File: config.mk
export PLATFORM = sky130hd
export DESIGN_NAME = reorder_buffer_flat
export DESIGN_NICKNAME = d
export VERILOG_FILES = /design/src/rtl/reorder_buffer_if.sv /design/src/rtl/reorder_buffer.sv /design/src/flat_wrapper.sv
export SDC_FILE = /design/constraint.sdc
export NUM_CORES = 1
export LEC_CHECK = 0
export ABC_CLOCK_PERIOD_IN_PS = 3400
export BUFFER_PORTS_ARGS = -buffer_cell sky130_fd_sc_hd__buf_2
export CAP_MARGIN = 20
export CORE_MARGIN = 2
export CORE_UTILIZATION = 55
export DETAILED_ROUTE_END_ITERATION = 8
export HOLD_SLACK_MARGIN = 0.08
export PLACE_DENSITY_LB_ADDON = 0.25
export SYNTH_ARGS = -nofsm -noshare
export SYNTH_HDL_FRONTEND = slang
export SYNTH_SLANG_ARGS = --single-unit
File: constraint.sdc
create_clock -name clk -period 3.4 [get_ports clk]
set_input_delay 0.51 -clock clk [delete_from_list [all_inputs] [get_ports clk]]
set_output_delay 0.51 -clock clk [all_outputs]
set_load 0.02 [all_outputs]
File: src/rtl/reorder_buffer_if.sv
// Dispatch, completion, retire and flush signals between the ROB and its
// neighbours. The master modport is the pipeline side; the slave is the ROB.
interface reorder_buffer_if #(
    parameter int NUM_ENTRIES_LOG2 = 3,
    parameter int REG_ADDR_W       = 5,
    parameter int DATA_W           = 32
);
    logic                        dispatch0;
    logic [REG_ADDR_W-1:0]       dispatch_reg0;
    logic                        dispatch1;
    logic [REG_ADDR_W-1:0]       dispatch_reg1;
    logic [NUM_ENTRIES_LOG2-1:0] alloc_idx0;
    logic [NUM_ENTRIES_LOG2-1:0] alloc_idx1;
    logic                        ready0;
    logic                        ready1;

    logic                        complete0;
    logic                        complete1;
    logic [NUM_ENTRIES_LOG2-1:0] complete_idx0;
    logic [NUM_ENTRIES_LOG2-1:0] complete_idx1;
    logic [DATA_W-1:0]           complete_data0;
    logic [DATA_W-1:0]           complete_data1;

    logic                        pop0;
    logic                        pop1;
    logic [REG_ADDR_W-1:0]       pop_reg_addr0;
    logic [REG_ADDR_W-1:0]       pop_reg_addr1;
    logic [NUM_ENTRIES_LOG2-1:0] pop_rob_addr0;
    logic [NUM_ENTRIES_LOG2-1:0] pop_rob_addr1;
    logic [DATA_W-1:0]           pop_data0;
    logic [DATA_W-1:0]           pop_data1;
    logic [NUM_ENTRIES_LOG2-1:0] oldest;

    logic                        flush;
    logic [NUM_ENTRIES_LOG2-1:0] flush_offset;

    modport master (
        output dispatch0, dispatch_reg0, dispatch1, dispatch_reg1,
        output complete0, complete1, complete_idx0, complete_idx1,
        output complete_data0, complete_data1, flush, flush_offset,
        input  alloc_idx0, alloc_idx1, ready0, ready1,
        input  pop0, pop1, pop_reg_addr0, pop_reg_addr1,
        input  pop_rob_addr0, pop_rob_addr1, pop_data0, pop_data1, oldest
    );

    modport slave (
        input  dispatch0, dispatch_reg0, dispatch1, dispatch_reg1,
        input  complete0, complete1, complete_idx0, complete_idx1,
        input  complete_data0, complete_data1, flush, flush_offset,
        output alloc_idx0, alloc_idx1, ready0, ready1,
        output pop0, pop1, pop_reg_addr0, pop_reg_addr1,
        output pop_rob_addr0, pop_rob_addr1, pop_data0, pop_data1, oldest
    );
endinterface

File: src/rtl/reorder_buffer.sv
// Circular reorder buffer: dual dispatch, dual writeback, in-order dual retire
// and mispredict squash of everything younger than the flushing branch.
module reorder_buffer #(
    parameter int NUM_ENTRIES      = 8,
    parameter int NUM_ENTRIES_LOG2 = 3,
    parameter int REG_ADDR_W       = 5,
    parameter int DATA_W           = 32
) (
    input logic             clk,
    input logic             reset,
    reorder_buffer_if.slave bus
);
    localparam int CNT_W = NUM_ENTRIES_LOG2 + 1;
    typedef logic [NUM_ENTRIES_LOG2-1:0] idx_t;
    typedef logic [CNT_W-1:0]            cnt_t;

    logic [NUM_ENTRIES-1:0] valid_q, valid_d;
    logic [NUM_ENTRIES-1:0] done_q, done_d;
    logic [REG_ADDR_W-1:0]  reg_q  [NUM_ENTRIES];
    logic [REG_ADDR_W-1:0]  reg_d  [NUM_ENTRIES];
    logic [DATA_W-1:0]      data_q [NUM_ENTRIES];
    logic [DATA_W-1:0]      data_d [NUM_ENTRIES];
    idx_t                   head_q, head_d;
    idx_t                   tail_q, tail_d;
    cnt_t                   count_q, count_d;

    idx_t head1;
    idx_t tail1;
    logic ready0, ready1;
    logic pop0, pop1;
    logic acc0, acc1;
    cnt_t n_ret, n_acc;
    idx_t off;
    idx_t k;

    assign head1  = head_q + idx_t'(1);
    assign tail1  = tail_q + idx_t'(1);
    assign ready0 = count_q < cnt_t'(NUM_ENTRIES);
    assign ready1 = count_q <= cnt_t'(NUM_ENTRIES - 2);
    assign pop0   = valid_q[head_q] & done_q[head_q];
    assign pop1   = pop0 & valid_q[head1] & done_q[head1];
    // Dispatch is dropped while a flush is in flight.
    assign acc0   = bus.dispatch0 & ready0 & ~bus.flush;
    assign acc1   = acc0 & bus.dispatch1 & ready1;
    assign n_ret  = cnt_t'(pop0) + cnt_t'(pop1);
    assign n_acc  = cnt_t'(acc0) + cnt_t'(acc1);

    assign bus.ready0        = ready0;
    assign bus.ready1        = ready1;
    assign bus.alloc_idx0    = tail_q;
    assign bus.alloc_idx1    = tail1;
    assign bus.oldest        = head_q;
    assign bus.pop0          = pop0;
    assign bus.pop1          = pop1;
    assign bus.pop_rob_addr0 = pop0 ? head_q : '0;
    assign bus.pop_rob_addr1 = pop1 ? head1 : '0;
    assign bus.pop_reg_addr0 = pop0 ? reg_q[head_q] : '0;
    assign bus.pop_reg_addr1 = pop1 ? reg_q[head1] : '0;
    assign bus.pop_data0     = pop0 ? data_q[head_q] : '0;
    assign bus.pop_data1     = pop1 ? data_q[head1] : '0;

    always_comb begin
        valid_d = valid_q;
        done_d  = done_q;
        reg_d   = reg_q;
        data_d  = data_q;
        head_d  = head_q + idx_t'(n_ret);
        tail_d  = tail_q;
        count_d = count_q + n_acc - n_ret;
        off     = '0;
        k       = '0;

        // Pipe 1 is applied second so it wins on a same-index collision.
        if (bus.complete0 && valid_q[bus.complete_idx0]) begin
            done_d[bus.complete_idx0] = 1'b1;
            data_d[bus.complete_idx0] = bus.complete_data0;
        end
        if (bus.complete1 && valid_q[bus.complete_idx1]) begin
            done_d[bus.complete_idx1] = 1'b1;
            data_d[bus.complete_idx1] = bus.complete_data1;
        end

        if (pop0) begin
            valid_d[head_q] = 1'b0;
            done_d[head_q]  = 1'b0;
        end
        if (pop1) begin
            valid_d[head1] = 1'b0;
            done_d[head1]  = 1'b0;
        end

        if (bus.flush) begin
            tail_d  = head_q + bus.flush_offset + idx_t'(1);
            count_d = cnt_t'(bus.flush_offset) + cnt_t'(1) - n_ret;
            for (int unsigned i = 0; i < NUM_ENTRIES; i++) begin
                k   = idx_t'(i);
                off = k - head_q;
                if (off > bus.flush_offset) begin
                    valid_d[k] = 1'b0;
                    done_d[k]  = 1'b0;
                end
            end
        end else begin
            if (acc0) begin
                valid_d[tail_q] = 1'b1;
                done_d[tail_q]  = 1'b0;
                reg_d[tail_q]   = bus.dispatch_reg0;
            end
            if (acc1) begin
                valid_d[tail1] = 1'b1;
                done_d[tail1]  = 1'b0;
                reg_d[tail1]   = bus.dispatch_reg1;
            end
            tail_d = tail_q + idx_t'(n_acc);
        end
    end

    always_ff @(posedge clk or negedge reset) begin
        if (!reset) begin
            valid_q <= '0;
            done_q  <= '0;
            reg_q   <= '{default: '0};
            data_q  <= '{default: '0};
            head_q  <= '0;
            tail_q  <= '0;
            count_q <= '0;
        end else begin
            valid_q <= valid_d;
            done_q  <= done_d;
            reg_q   <= reg_d;
            data_q  <= data_d;
            head_q  <= head_d;
            tail_q  <= tail_d;
            count_q <= count_d;
        end
    end
endmodule

File: src/flat_wrapper.sv
// flat-port wrapper written by rule: the top's interface ports become plain ports
module reorder_buffer_flat 
#(
    parameter int NUM_ENTRIES      = 8,
    parameter int NUM_ENTRIES_LOG2 = 3,
    parameter int REG_ADDR_W       = 5,
    parameter int DATA_W           = 32
)
  (clk, reset, bus_dispatch0, bus_dispatch_reg0, bus_dispatch1, bus_dispatch_reg1, bus_complete0, bus_complete1, bus_complete_idx0, bus_complete_idx1, bus_complete_data0, bus_complete_data1, bus_flush, bus_flush_offset, bus_alloc_idx0, bus_alloc_idx1, bus_ready0, bus_ready1, bus_pop0, bus_pop1, bus_pop_reg_addr0, bus_pop_reg_addr1, bus_pop_rob_addr0, bus_pop_rob_addr1, bus_pop_data0, bus_pop_data1, bus_oldest);
  reorder_buffer_if #(.NUM_ENTRIES_LOG2(NUM_ENTRIES_LOG2), .REG_ADDR_W(REG_ADDR_W), .DATA_W(DATA_W)) bus_i ();
  input logic clk;
  input logic reset;
  input wire logic [$bits(bus_i.dispatch0)-1:0] bus_dispatch0;
  input wire logic [$bits(bus_i.dispatch_reg0)-1:0] bus_dispatch_reg0;
  input wire logic [$bits(bus_i.dispatch1)-1:0] bus_dispatch1;
  input wire logic [$bits(bus_i.dispatch_reg1)-1:0] bus_dispatch_reg1;
  input wire logic [$bits(bus_i.complete0)-1:0] bus_complete0;
  input wire logic [$bits(bus_i.complete1)-1:0] bus_complete1;
  input wire logic [$bits(bus_i.complete_idx0)-1:0] bus_complete_idx0;
  input wire logic [$bits(bus_i.complete_idx1)-1:0] bus_complete_idx1;
  input wire logic [$bits(bus_i.complete_data0)-1:0] bus_complete_data0;
  input wire logic [$bits(bus_i.complete_data1)-1:0] bus_complete_data1;
  input wire logic [$bits(bus_i.flush)-1:0] bus_flush;
  input wire logic [$bits(bus_i.flush_offset)-1:0] bus_flush_offset;
  output wire logic [$bits(bus_i.alloc_idx0)-1:0] bus_alloc_idx0;
  output wire logic [$bits(bus_i.alloc_idx1)-1:0] bus_alloc_idx1;
  output wire logic [$bits(bus_i.ready0)-1:0] bus_ready0;
  output wire logic [$bits(bus_i.ready1)-1:0] bus_ready1;
  output wire logic [$bits(bus_i.pop0)-1:0] bus_pop0;
  output wire logic [$bits(bus_i.pop1)-1:0] bus_pop1;
  output wire logic [$bits(bus_i.pop_reg_addr0)-1:0] bus_pop_reg_addr0;
  output wire logic [$bits(bus_i.pop_reg_addr1)-1:0] bus_pop_reg_addr1;
  output wire logic [$bits(bus_i.pop_rob_addr0)-1:0] bus_pop_rob_addr0;
  output wire logic [$bits(bus_i.pop_rob_addr1)-1:0] bus_pop_rob_addr1;
  output wire logic [$bits(bus_i.pop_data0)-1:0] bus_pop_data0;
  output wire logic [$bits(bus_i.pop_data1)-1:0] bus_pop_data1;
  output wire logic [$bits(bus_i.oldest)-1:0] bus_oldest;
  assign bus_i.dispatch0 = bus_dispatch0;
  assign bus_i.dispatch_reg0 = bus_dispatch_reg0;
  assign bus_i.dispatch1 = bus_dispatch1;
  assign bus_i.dispatch_reg1 = bus_dispatch_reg1;
  assign bus_i.complete0 = bus_complete0;
  assign bus_i.complete1 = bus_complete1;
  assign bus_i.complete_idx0 = bus_complete_idx0;
  assign bus_i.complete_idx1 = bus_complete_idx1;
  assign bus_i.complete_data0 = bus_complete_data0;
  assign bus_i.complete_data1 = bus_complete_data1;
  assign bus_i.flush = bus_flush;
  assign bus_i.flush_offset = bus_flush_offset;
  assign bus_alloc_idx0 = bus_i.alloc_idx0;
  assign bus_alloc_idx1 = bus_i.alloc_idx1;
  assign bus_ready0 = bus_i.ready0;
  assign bus_ready1 = bus_i.ready1;
  assign bus_pop0 = bus_i.pop0;
  assign bus_pop1 = bus_i.pop1;
  assign bus_pop_reg_addr0 = bus_i.pop_reg_addr0;
  assign bus_pop_reg_addr1 = bus_i.pop_reg_addr1;
  assign bus_pop_rob_addr0 = bus_i.pop_rob_addr0;
  assign bus_pop_rob_addr1 = bus_i.pop_rob_addr1;
  assign bus_pop_data0 = bus_i.pop_data0;
  assign bus_pop_data1 = bus_i.pop_data1;
  assign bus_oldest = bus_i.oldest;
  reorder_buffer #(.NUM_ENTRIES(NUM_ENTRIES), .NUM_ENTRIES_LOG2(NUM_ENTRIES_LOG2), .REG_ADDR_W(REG_ADDR_W), .DATA_W(DATA_W)) u_core (.clk(clk), .reset(reset), .bus(bus_i));
endmodule
# Word level (Yosys, flattened, before mapping)
# Cells that the tools add are included.
# classes
n_addsub,20
order_cmp,32
muxes,91
bitwise_logic,28
n_reduce_logical,12
# op_table
op,n
256-bit bitwise mux,2
256-bit two-way mux,2
32-bit two-way mux,8
32-bit binary-select mux with 3-bit select,2
32-bit demux with 3-bit select,2
40-bit two-way mux,3
8-bit two-way mux,14
40-bit bitwise mux,2
8-bit AND,6
5-bit two-way mux,8
8-bit NOT,4
8-bit bitwise OR,4
5-bit binary-select mux with 3-bit select,2
5-bit demux with 3-bit select,2
1-bit two-way mux,28
4-bit >= comparator (second input constant),6
3-bit > comparator,8
3-bit by 4-bit less-than comparator with 1-bit output (second input constant),6
3-bit NOT with 4-bit output,6
1-bit binary-select mux with 3-bit select,6
1-bit demux with 3-bit select,6
3-bit by 1-bit >= comparator with 1-bit output (second input constant),6
4-bit by 1-bit less-than comparator with 1-bit output (second input constant),4
1-bit logical AND,12
15 further kinds,34
# word_totals
register_bits,322
output_inout_bits,93

# Depth between registers and ports, before layout
# Gate-level depths: netlist of run 1.
# depth
ltp_word,18
depth_mapped,18

# Least setup slack after synthesis of run 1
# OpenSTA, ideal clock, no wires.
# synth_timing
path_type,register to register
from,"reg u_core.head_q[1], in the netlist u_core.bus.oldest[1]"
to,reg u_core.count_q[3]
setup_time_ns,0.135
arrival_time_ns,3.926
required_time_ns,3.265
slack_ns,-0.661
path_stages_with_launch,19
cell_sequence,dfrtp_1 -> buf_2 -> inv_1 -> ha_1 -> buf_2 -> inv_1 -> nand3_1 -> a21oi_1 -> a2111o_4 -> buf_6 -> inv_1 -> ha_1 -> fa_1 -> inv_1 -> ha_1 -> a21o_1 -> a21oi_1 -> xor2_1 -> o21ai_0
# synth_between
elab_chain_cells,8
# synth_rtl
item,line,source
"start, declared",reorder_buffer.sv:23,"idx_t head_q, head_d;"
"start signal, assigned",reorder_buffer.sv:124,head_q <= '0;
"start signal, assigned",reorder_buffer.sv:132,head_q <= head_d;
3-bit by 1-bit adder with 3-bit output or 1-bit binary-select mux with 3-bit select (tied branches),"reorder_buffer.sv:36, reorder_buffer.sv:40",
1-bit binary-select mux with 3-bit select or 1-bit two-way mux (tied branches),"reorder_buffer.sv:41, reorder_buffer.sv:40",
1-bit two-way mux (implied by the code) or 1-bit AND (tied branches),"reorder_buffer.sv:41, reorder_buffer.sv:40",
1-bit AND,reorder_buffer.sv:41,assign pop1 = pop0 & valid_q[head1] & done_q[head1];
1-bit AND *,reorder_buffer.sv:41,
named net bus_pop1,flat_wrapper.sv:30,output wire logic [$bits(bus_i.pop1)-1:0] bus_pop1;
1-bit by 1-bit adder with 2-bit output *,reorder_buffer.sv:45,assign n_ret = cnt_t'(pop0) + cnt_t'(pop1);
"4-bit subtractor, on equally long branches","reorder_buffer.sv:69, reorder_buffer.sv:94",
4-bit two-way mux *,reorder_buffer.sv:92,if (bus.flush) begin
named net u_core.count_d[3],reorder_buffer.sv:25,"cnt_t count_q, count_d;"
"end signal, assigned",reorder_buffer.sv:134,count_q <= count_d;
"end, declared",reorder_buffer.sv:25,
# Mark *: on every way through the listed nets, which the timed path passes. The rest lies on a longest branch. The select of a mux whose other input is x is not followed.
# A chain may end at the register's enable or synchronous reset.

# Final worst setup path of run 1
# layout_timing
from,"reg u_core.head_q[0], in the netlist u_core.bus.oldest[0]"
to,out bus_pop_reg_addr1[0]
# layout_between
elab_chain_cells,6
# layout_rtl
item,line,source
3-bit by 1-bit adder with 3-bit output or 1-bit binary-select mux with 3-bit select (tied branches),"reorder_buffer.sv:36, reorder_buffer.sv:40",
1-bit binary-select mux with 3-bit select (tied with other cells),reorder_buffer.sv:41,
1-bit two-way mux (implied by the code) (tied with other cells),reorder_buffer.sv:41,
1-bit AND or 5-bit two-way mux (tied branches) (2 in a row),"reorder_buffer.sv:41, reorder_buffer.sv:58",
5-bit two-way mux *,reorder_buffer.sv:58,assign bus.pop_reg_addr1 = pop1 ? reg_q[head1] : '0;
"end, declared",flat_wrapper.sv:32,output wire logic [$bits(bus_i.pop_reg_addr1)-1:0] bus_pop_reg_addr1;
# Every way passes the cells marked *; elsewhere a longest branch is shown, timed or not. The select of a mux whose other input is x is not followed.

==> impl_metrics.env, run 1 <==
export IMPL_ir_drop_mv=0.508
export IMPL_cp_start_kind="register"
export IMPL_drc=0
export IMPL_cts_buffers=36
export IMPL_synth_largest_type_area_fraction_pct=39.5
export IMPL_synth_edf_count=0
export IMPL_status="finished with violations"
export IMPL_firstDrtPassIters=6
export IMPL_synth_most_common_cell="dfrtp_1"
export IMPL_p_comb_share_pct=52.0
export IMPL_final_layout_size_suffix_gt1_share_pct=24.2
export IMPL_grt_first_pass_wirelength_um=108000
export IMPL_drt_iter0_markers=1938
export IMPL_syn_nets=2276
export IMPL_setup_ws_ns=-0.263
export IMPL_die_area_um2=38700
export IMPL_timing_fmax_mhz=273
export IMPL_rsz0062_at_grt="true"
export IMPL_vias_per_cell=6.65
export IMPL_power_share_clock_pct=16.6
export IMPL_ios=183
export IMPL_cts_reportedPaths_clkPinSlew_ns=0.06
export IMPL_cts_path_max_buffers=3
export IMPL_grt_remaining_overflow=0
export IMPL_worstPathArrival_ns=3.15
export IMPL_internal_power_w=0.0136
export IMPL_yosysWarnings=0
export IMPL_hpwl_um=42800
export IMPL_finalHoldViolCount=0
export IMPL_vias=18500
export IMPL_grt_pass1_vias=18900
export IMPL_min_period_ns=3.66
export IMPL_cts_tree="built"
export IMPL_die_x_um=197
export IMPL_max_slew_margin_pct=44.6
export IMPL_cts_sinks=322
export IMPL_synth_avg_cell_area_um2=9.52
export IMPL_wl_per_cell_um=25.5
export IMPL_r2r_start="u_core.bus.oldest[0]$_DFF_PN0_"
export IMPL_netSwitchingPower_w=0.00936
export IMPL_finalPower_w=0.0230
export IMPL_cellLeakagePower_nw=12.1
export IMPL_netlist_area_um2=20400
export IMPL_cp_required_ns=2.89
export IMPL_antenna_found_initial=14
export IMPL_critPathMaxFanout=40
export IMPL_synth_area_leaders="dfrtp_1 39%, mux2i_1 14%, mux4_2 8.4%, a21oi_1 4.6%, o22ai_1 4.6%"
export IMPL_final_util_pct=65.7
export IMPL_routabilityCongestion=0.906
export IMPL_swShare_pct=40.8
export IMPL_synthTopCellsByCount="322 x dfrtp_1, 290 x mux2i_1, 248 x nand2_1"
export IMPL_start_util_pct=55.8
export IMPL_final_area_um2=24000
export IMPL_area_growth_syn_to_layout_pct=17.8
export IMPL_layout_nets=2409
export IMPL_synthArstFlopShare_pct=100
export IMPL_grt_usage_pct=36.7
export IMPL_dpl_cell_area_um2=22200
export IMPL_yosysSeqAreaShare_pct=39.5
export IMPL_core_area_um2=36600
export IMPL_antenna_left=0
export IMPL_synth_cells=2145
export IMPL_synth_seq_cells=322
export IMPL_startpoint="u_core.bus.oldest[0]$_DFF_PN0_"
export IMPL_report_final_slew_viol_count=0
export IMPL_grt_max_degree=87
export IMPL_maxCapViolations=0
export IMPL_cts_root_buf="clkbuf_16"
export IMPL_holdWs_ns=0.272
export IMPL_seq_power_share_pct=31.3
export IMPL_period_share_pct=108
export IMPL_yosysUniqueCellTypes=68
export IMPL_powerDensity_nw_per_um2=955
export IMPL_fillers=2974
export IMPL_clk_latency_ns=0.55
export IMPL_numPortBuffers=182
export IMPL_path_class="reg -> out"
export IMPL_finClkSkew_ns=0.0332
export IMPL_setup_viol_count_final=44
export IMPL_hp_start="bus_complete_data1[28]"
export IMPL_violations="setup timing"
export IMPL_die_y_um=197
export IMPL_rows=70
export IMPL_synth_ff_type="dfrtp_1"
export IMPL_yosys_area_top_type="dfrtp_1"
export IMPL_dp_slack_ns=-0.148
export IMPL_endpoint_kind="primary output"
export IMPL_htree_levels=2
export IMPL_worst_pin_slew_ns=0.831
export IMPL_worstHoldPathType="in -> reg"
export IMPL_drt_total_wl_um=71000
## critical path, cell delays in order, from the launching register on
cell and delay, ns:
dfrtp_4 0.48, buf_6 0.14, buf_6 0.11, nor4bb_1 0.26, buf_4 0.17, a2111oi_4 0.04, a22o_2 0.31, a2111o_4 0.50
buf_6 0.25, nor2_1 0.16, buf_2 0.18
## final cells by class
cell class                      instances  area [µm²]  area share (%)
Inverter                               47         191           0.796
Timing Repair Buffer                  323        2540            10.6
Antenna cell                            9        22.5          0.0937
Sequential cell                       322        8070            33.6
Tap cell                              468         586            2.44
Clock inverter                          9        85.1           0.354
Multi-Input combinational cell       1548       11500            47.9
Clock buffer                           52        1040            4.33
## routing by layer
metal | global-route usage [%] | part of all wire, % | vias up
met5 | 0 | 0.10 | -
met4 | 19.6 | 4.7 | 12
met3 | 8.18 | 10 | 272
met2 | 58.2 | 47 | 1140
met1 | 47.3 | 38 | 9007
li1 | - | - | 8037
## sequential cells by signal, indices dropped and copies added (netlist names)
signal / flops
u_core.done_q: 8
u_core.valid_q: 8
u_core.bus.oldest: 3
u_core.bus.alloc_idx0: 3
u_core.count_q: 4
u_core.reg_q: 40
u_core.data_q: 256
## worst paths after layout
| path | slack, ns | endpoint | cells after the start |
|---|---|---|---|
| worst max-delay path | -0.26 | bus_pop_reg_addr1[0] | 10 |
| worst min-delay path | 0.27 | u_core.data_q[60]$_DFF_PN0_ | 3 |
| worst max register to register | -0.25 | u_core.count_q[3]$_DFF_PN0_ | 16 |
| worst min register to register | 0.54 | u_core.reg_q[38]$_DFFE_PN0N_ | 1 |
| max in group asynchronous | 1.88 | u_core.data_q[41]$_DFF_PN0_ | 3 |
| min in group asynchronous | 0.59 | u_core.bus.alloc_idx0[0]$_DFF_PN0_ | 2 |
## placed cells by master, fill, tap and decap left out, types with 14 or more instances in the layout
cell type / n
a21oi_1: 171
mux2i_1: 290
clkbuf_16: 36
a21oi_2: 14
o22ai_1: 149
buf_4: 116
inv_1: 40
o21ai_0: 151
nor2_1: 192
or4_1: 26
buf_6: 16
mux4_2: 76
buf_2: 156
dfrtp_1: 319
buf_12: 30
mux2_2: 23
nand2_1: 242
ha_1: 30
## power by group through the flow
stage	Combinational, W	Clock (W)	Sequential, W
3_5_place_dp	0.0105	0	0.00713
6_report	0.0120	0.00382	0.00720
2_1_floorplan	0.00746	0	0.00669
3_3_place_gp	0.0103	0	0.00703
4_1_cts	0.0116	0.00384	0.00710
5_1_grt	0.0128	0.00399	0.00736
## kinds of logic after synthesis
family	after synthesis	share of synthesized area, %
simple gates	557	12.0
compound gates	553	15.6
mux	389	23.9
flops	322	39.5
buf+inv	275	5.82
fa+ha+maj	41	2.73
xor+xnor	8	0.435
## metrics by stage
stage | instances | setup TNS (ns)
2_1_floorplan | 2145 | -0.732
3_3_place_gp | 2672 | -0.142
3_5_place_dp | 2672 | -0.242
4_1_cts | 2765 | -6.70
5_1_grt | 2775 | -15.24
6_report | 2778 | -9.95
## what timing repair did
item                                    CTS  global route
buffers inserted                         28             5
endpoints found under the setup margin   73            76
resized for setup                        69            28
pin swaps                                23            13
hold buffers                              1             0
cloned                                    3             0
endpoints found under the hold margin    80             0
Power figures use the tool's default switching activity.
==> inputs of run 2 (changes only) <==
- ABC_CLOCK_PERIOD_IN_PS: 3400 -> 3100
- clock period: 3.4 -> 3.1 ns (I/O delays scaled with it)
==> run 2 against run 1 <==
  * The flow still finishes with violations (setup timing)
  * Global-route usage up 1.6 points
  * Largest power group unchanged
  * Routed wire length up 8.5%
  * Highest routed layer unchanged
  * Setup slack worse by 0.32 ns
  * Critical path type unchanged
  * Clock power up 24%
==> impl_metrics.env, run 2 (same netlist as run 1, synthesis figures left out) <==
export IMPL_vias=19400
export IMPL_grt_remaining_overflow=0
export IMPL_worstHoldPathType="in -> reg"
export IMPL_powerDensity_nw_per_um2=1090
export IMPL_cp_required_ns=2.63
export IMPL_clk_latency_ns=0.56
export IMPL_htree_levels=2
export IMPL_routabilityCongestion=0.932
export IMPL_die_area_um2=38700
export IMPL_die_y_um=197
export IMPL_finalHoldViolCount=0
export IMPL_die_x_um=197
export IMPL_grt_pass1_vias=19200
export IMPL_layout_nets=2500
export IMPL_core_area_um2=36600
export IMPL_period_share_pct=119
export IMPL_largest_registers="u_core.data_q x256, u_core.reg_q x40"
export IMPL_antenna_found_initial=9
export IMPL_r2r_setup_slack_ns=-0.53
export IMPL_antenna_left=0
export IMPL_largest_reg_flops=256
export IMPL_worstPathArrival_ns=3.22
export IMPL_seq_power_share_pct=27.9
export IMPL_drt_total_wl_um=77000
export IMPL_setup_viol_count_final=72
export IMPL_grt_first_pass_wirelength_um=113000
export IMPL_worst_pin_slew_ns=0.821
export IMPL_cts_buffers=39
export IMPL_fillers=2600
export IMPL_cts_sinks=322
export IMPL_path_class="reg -> out"
export IMPL_drt_iter0_markers=2378
export IMPL_numPortBuffers=182
export IMPL_endpoint_kind="primary output"
export IMPL_ios=183
export IMPL_report_final_slew_viol_count=0
export IMPL_timing_fmax_mhz=271
export IMPL_grt_max_degree=77
export IMPL_setup_ws_ns=-0.587
export IMPL_drc=0
export IMPL_max_slew_margin_pct=45.1
export IMPL_violations="setup timing"
export IMPL_area_growth_syn_to_layout_pct=29.0
export IMPL_final_util_pct=71.9
export IMPL_cts_path_max_buffers=3
export IMPL_power_share_clock_pct=16.5
export IMPL_final_layout_size_suffix_gt1_share_pct=30.7
export IMPL_internal_power_w=0.0169
export IMPL_netSwitchingPower_w=0.0118
export IMPL_dp_slack_ns=-0.499
export IMPL_multiInputGateArea_um2=12100
export IMPL_top_register="u_core.data_q"
export IMPL_cts_reportedPaths_clkPinSlew_ns=0.06
export IMPL_min_period_ns=3.69
export IMPL_cp_start_kind="register"
export IMPL_firstDrtPassIters=8
export IMPL_swShare_pct=41.0
export IMPL_holdWs_ns=0.225
export IMPL_p_comb_share_pct=55.7
export IMPL_finClkSkew_ns=0.0198
export IMPL_maxCapViolations=0
export IMPL_seqCellArea_um2=8070
export IMPL_final_common_cell="dfrtp_1"
export IMPL_critPathMaxFanout=5
export IMPL_rsz0062_at_grt="true"
export IMPL_mostFrequentLayoutCells="319 x dfrtp_1, 290 x mux2i_1, 242 x nand2_1, 157 x buf_4, 155 x nor2_1"
export IMPL_grt_usage_pct=38.3
export IMPL_cts_root_buf="clkbuf_16"
export IMPL_vias_per_cell=6.74
export IMPL_cellLeakagePower_nw=12.9
export IMPL_status="finished with violations"
export IMPL_ir_drop_mv=0.609
export IMPL_start_util_pct=55.8
export IMPL_hpwl_um=44600
export IMPL_wl_per_cell_um=26.8
export IMPL_cts_tree="built"
export IMPL_rows=70
==> run 2: metrics by stage <==
step / std cells / setup TNS (ns) / power, W / cell area (µm²)
floorplan: 2145 / -2.66 / 0.0157 / 20600
CTS: 2857 / -27.29 / 0.0273 / 25800
detailed placement: 2715 / -7.29 / 0.0199 / 22600
global placement: 2715 / -5.71 / 0.0195 / 22600
finish: 2872 / -27.15 / 0.0287 / 26300
global route: 2869 / -30.21 / 0.0299 / 26300
==> run 2: power groups by stage <==
| stage | combinational, W | clock (W) | sequential, W |
|---|---|---|---|
| after global routing | 0.0168 | 0.00491 | 0.00815 |
| after floorplan | 0.00832 | 0 | 0.00734 |
| after detailed placement | 0.0121 | 0 | 0.00787 |
| after CTS | 0.0147 | 0.00471 | 0.00782 |
| after global placement | 0.0118 | 0 | 0.00773 |
| final | 0.0160 | 0.00472 | 0.00798 |
==> run 2: worst max-delay path, cell delays in order, from the launching register on <==
cell and delay [ns]:
dfrtp_4 0.49, buf_6 0.13, clkinv_4 0.04, buf_6 0.09, ha_4 0.19, buf_6 0.12
buf_8 0.13, nor2b_4 0.14, nand2_4 0.06, buf_6 0.11, buf_12 0.13, buf_12 0.14
buf_12 0.11, o22ai_2 0.06, or4_1 0.41, nor2_1 0.15, buf_4 0.16
==> run 2: cell type report <==
type / instances / share of cell area (%)
Antenna cell: 7 / 0.0665
Multi-Input combinational cell: 1548 / 46.1
Tap cell: 468 / 2.22
Timing Repair Buffer: 411 / 15.3
Clock buffer: 59 / 4.34
Sequential cell: 322 / 30.6
Clock inverter: 10 / 0.566
Inverter: 47 / 0.746
==> run 2: per-layer routing <==
metal  GRT usage (%)  wire length, µm  up-vias
li1                -                -     8221
met1            50.6            29200     9441
met2            60.0            34700     1391
met3            8.52             8860      309
met4            19.3             4180        6
met5               0               38        -
==> run 2: what timing repair did <==
action	CTS	global route
hold endpoints to repair	67	0
endpoints found under the setup margin	85	86
gates cloned	13	6
buffers inserted	59	12
resized for setup	267	116
hold buffers	1	0
pin swaps	29	27
==> run 2: path summary, 6_finish.rpt <==
path / start / endpoint / depth (start not counted)
setup reg to reg: u_core.bus.oldest[0]$_DFF_PN0_ / u_core.count_q[3]$_DFF_PN0_ / 16
max in group asynchronous: reset / u_core.bus.oldest[1]$_DFF_PN0_ / 3
hold reg to reg: u_core.reg_q[16]$_DFFE_PN0N_ / u_core.reg_q[16]$_DFFE_PN0N_ / 1
min in group asynchronous: reset / u_core.reg_q[10]$_DFFE_PN0N_ / 2
setup / recovery: u_core.bus.oldest[0]$_DFF_PN0_ / bus_pop_reg_addr1[3] / 16
hold / removal: bus_complete_data1[1] / u_core.data_q[33]$_DFF_PN0_ / 3
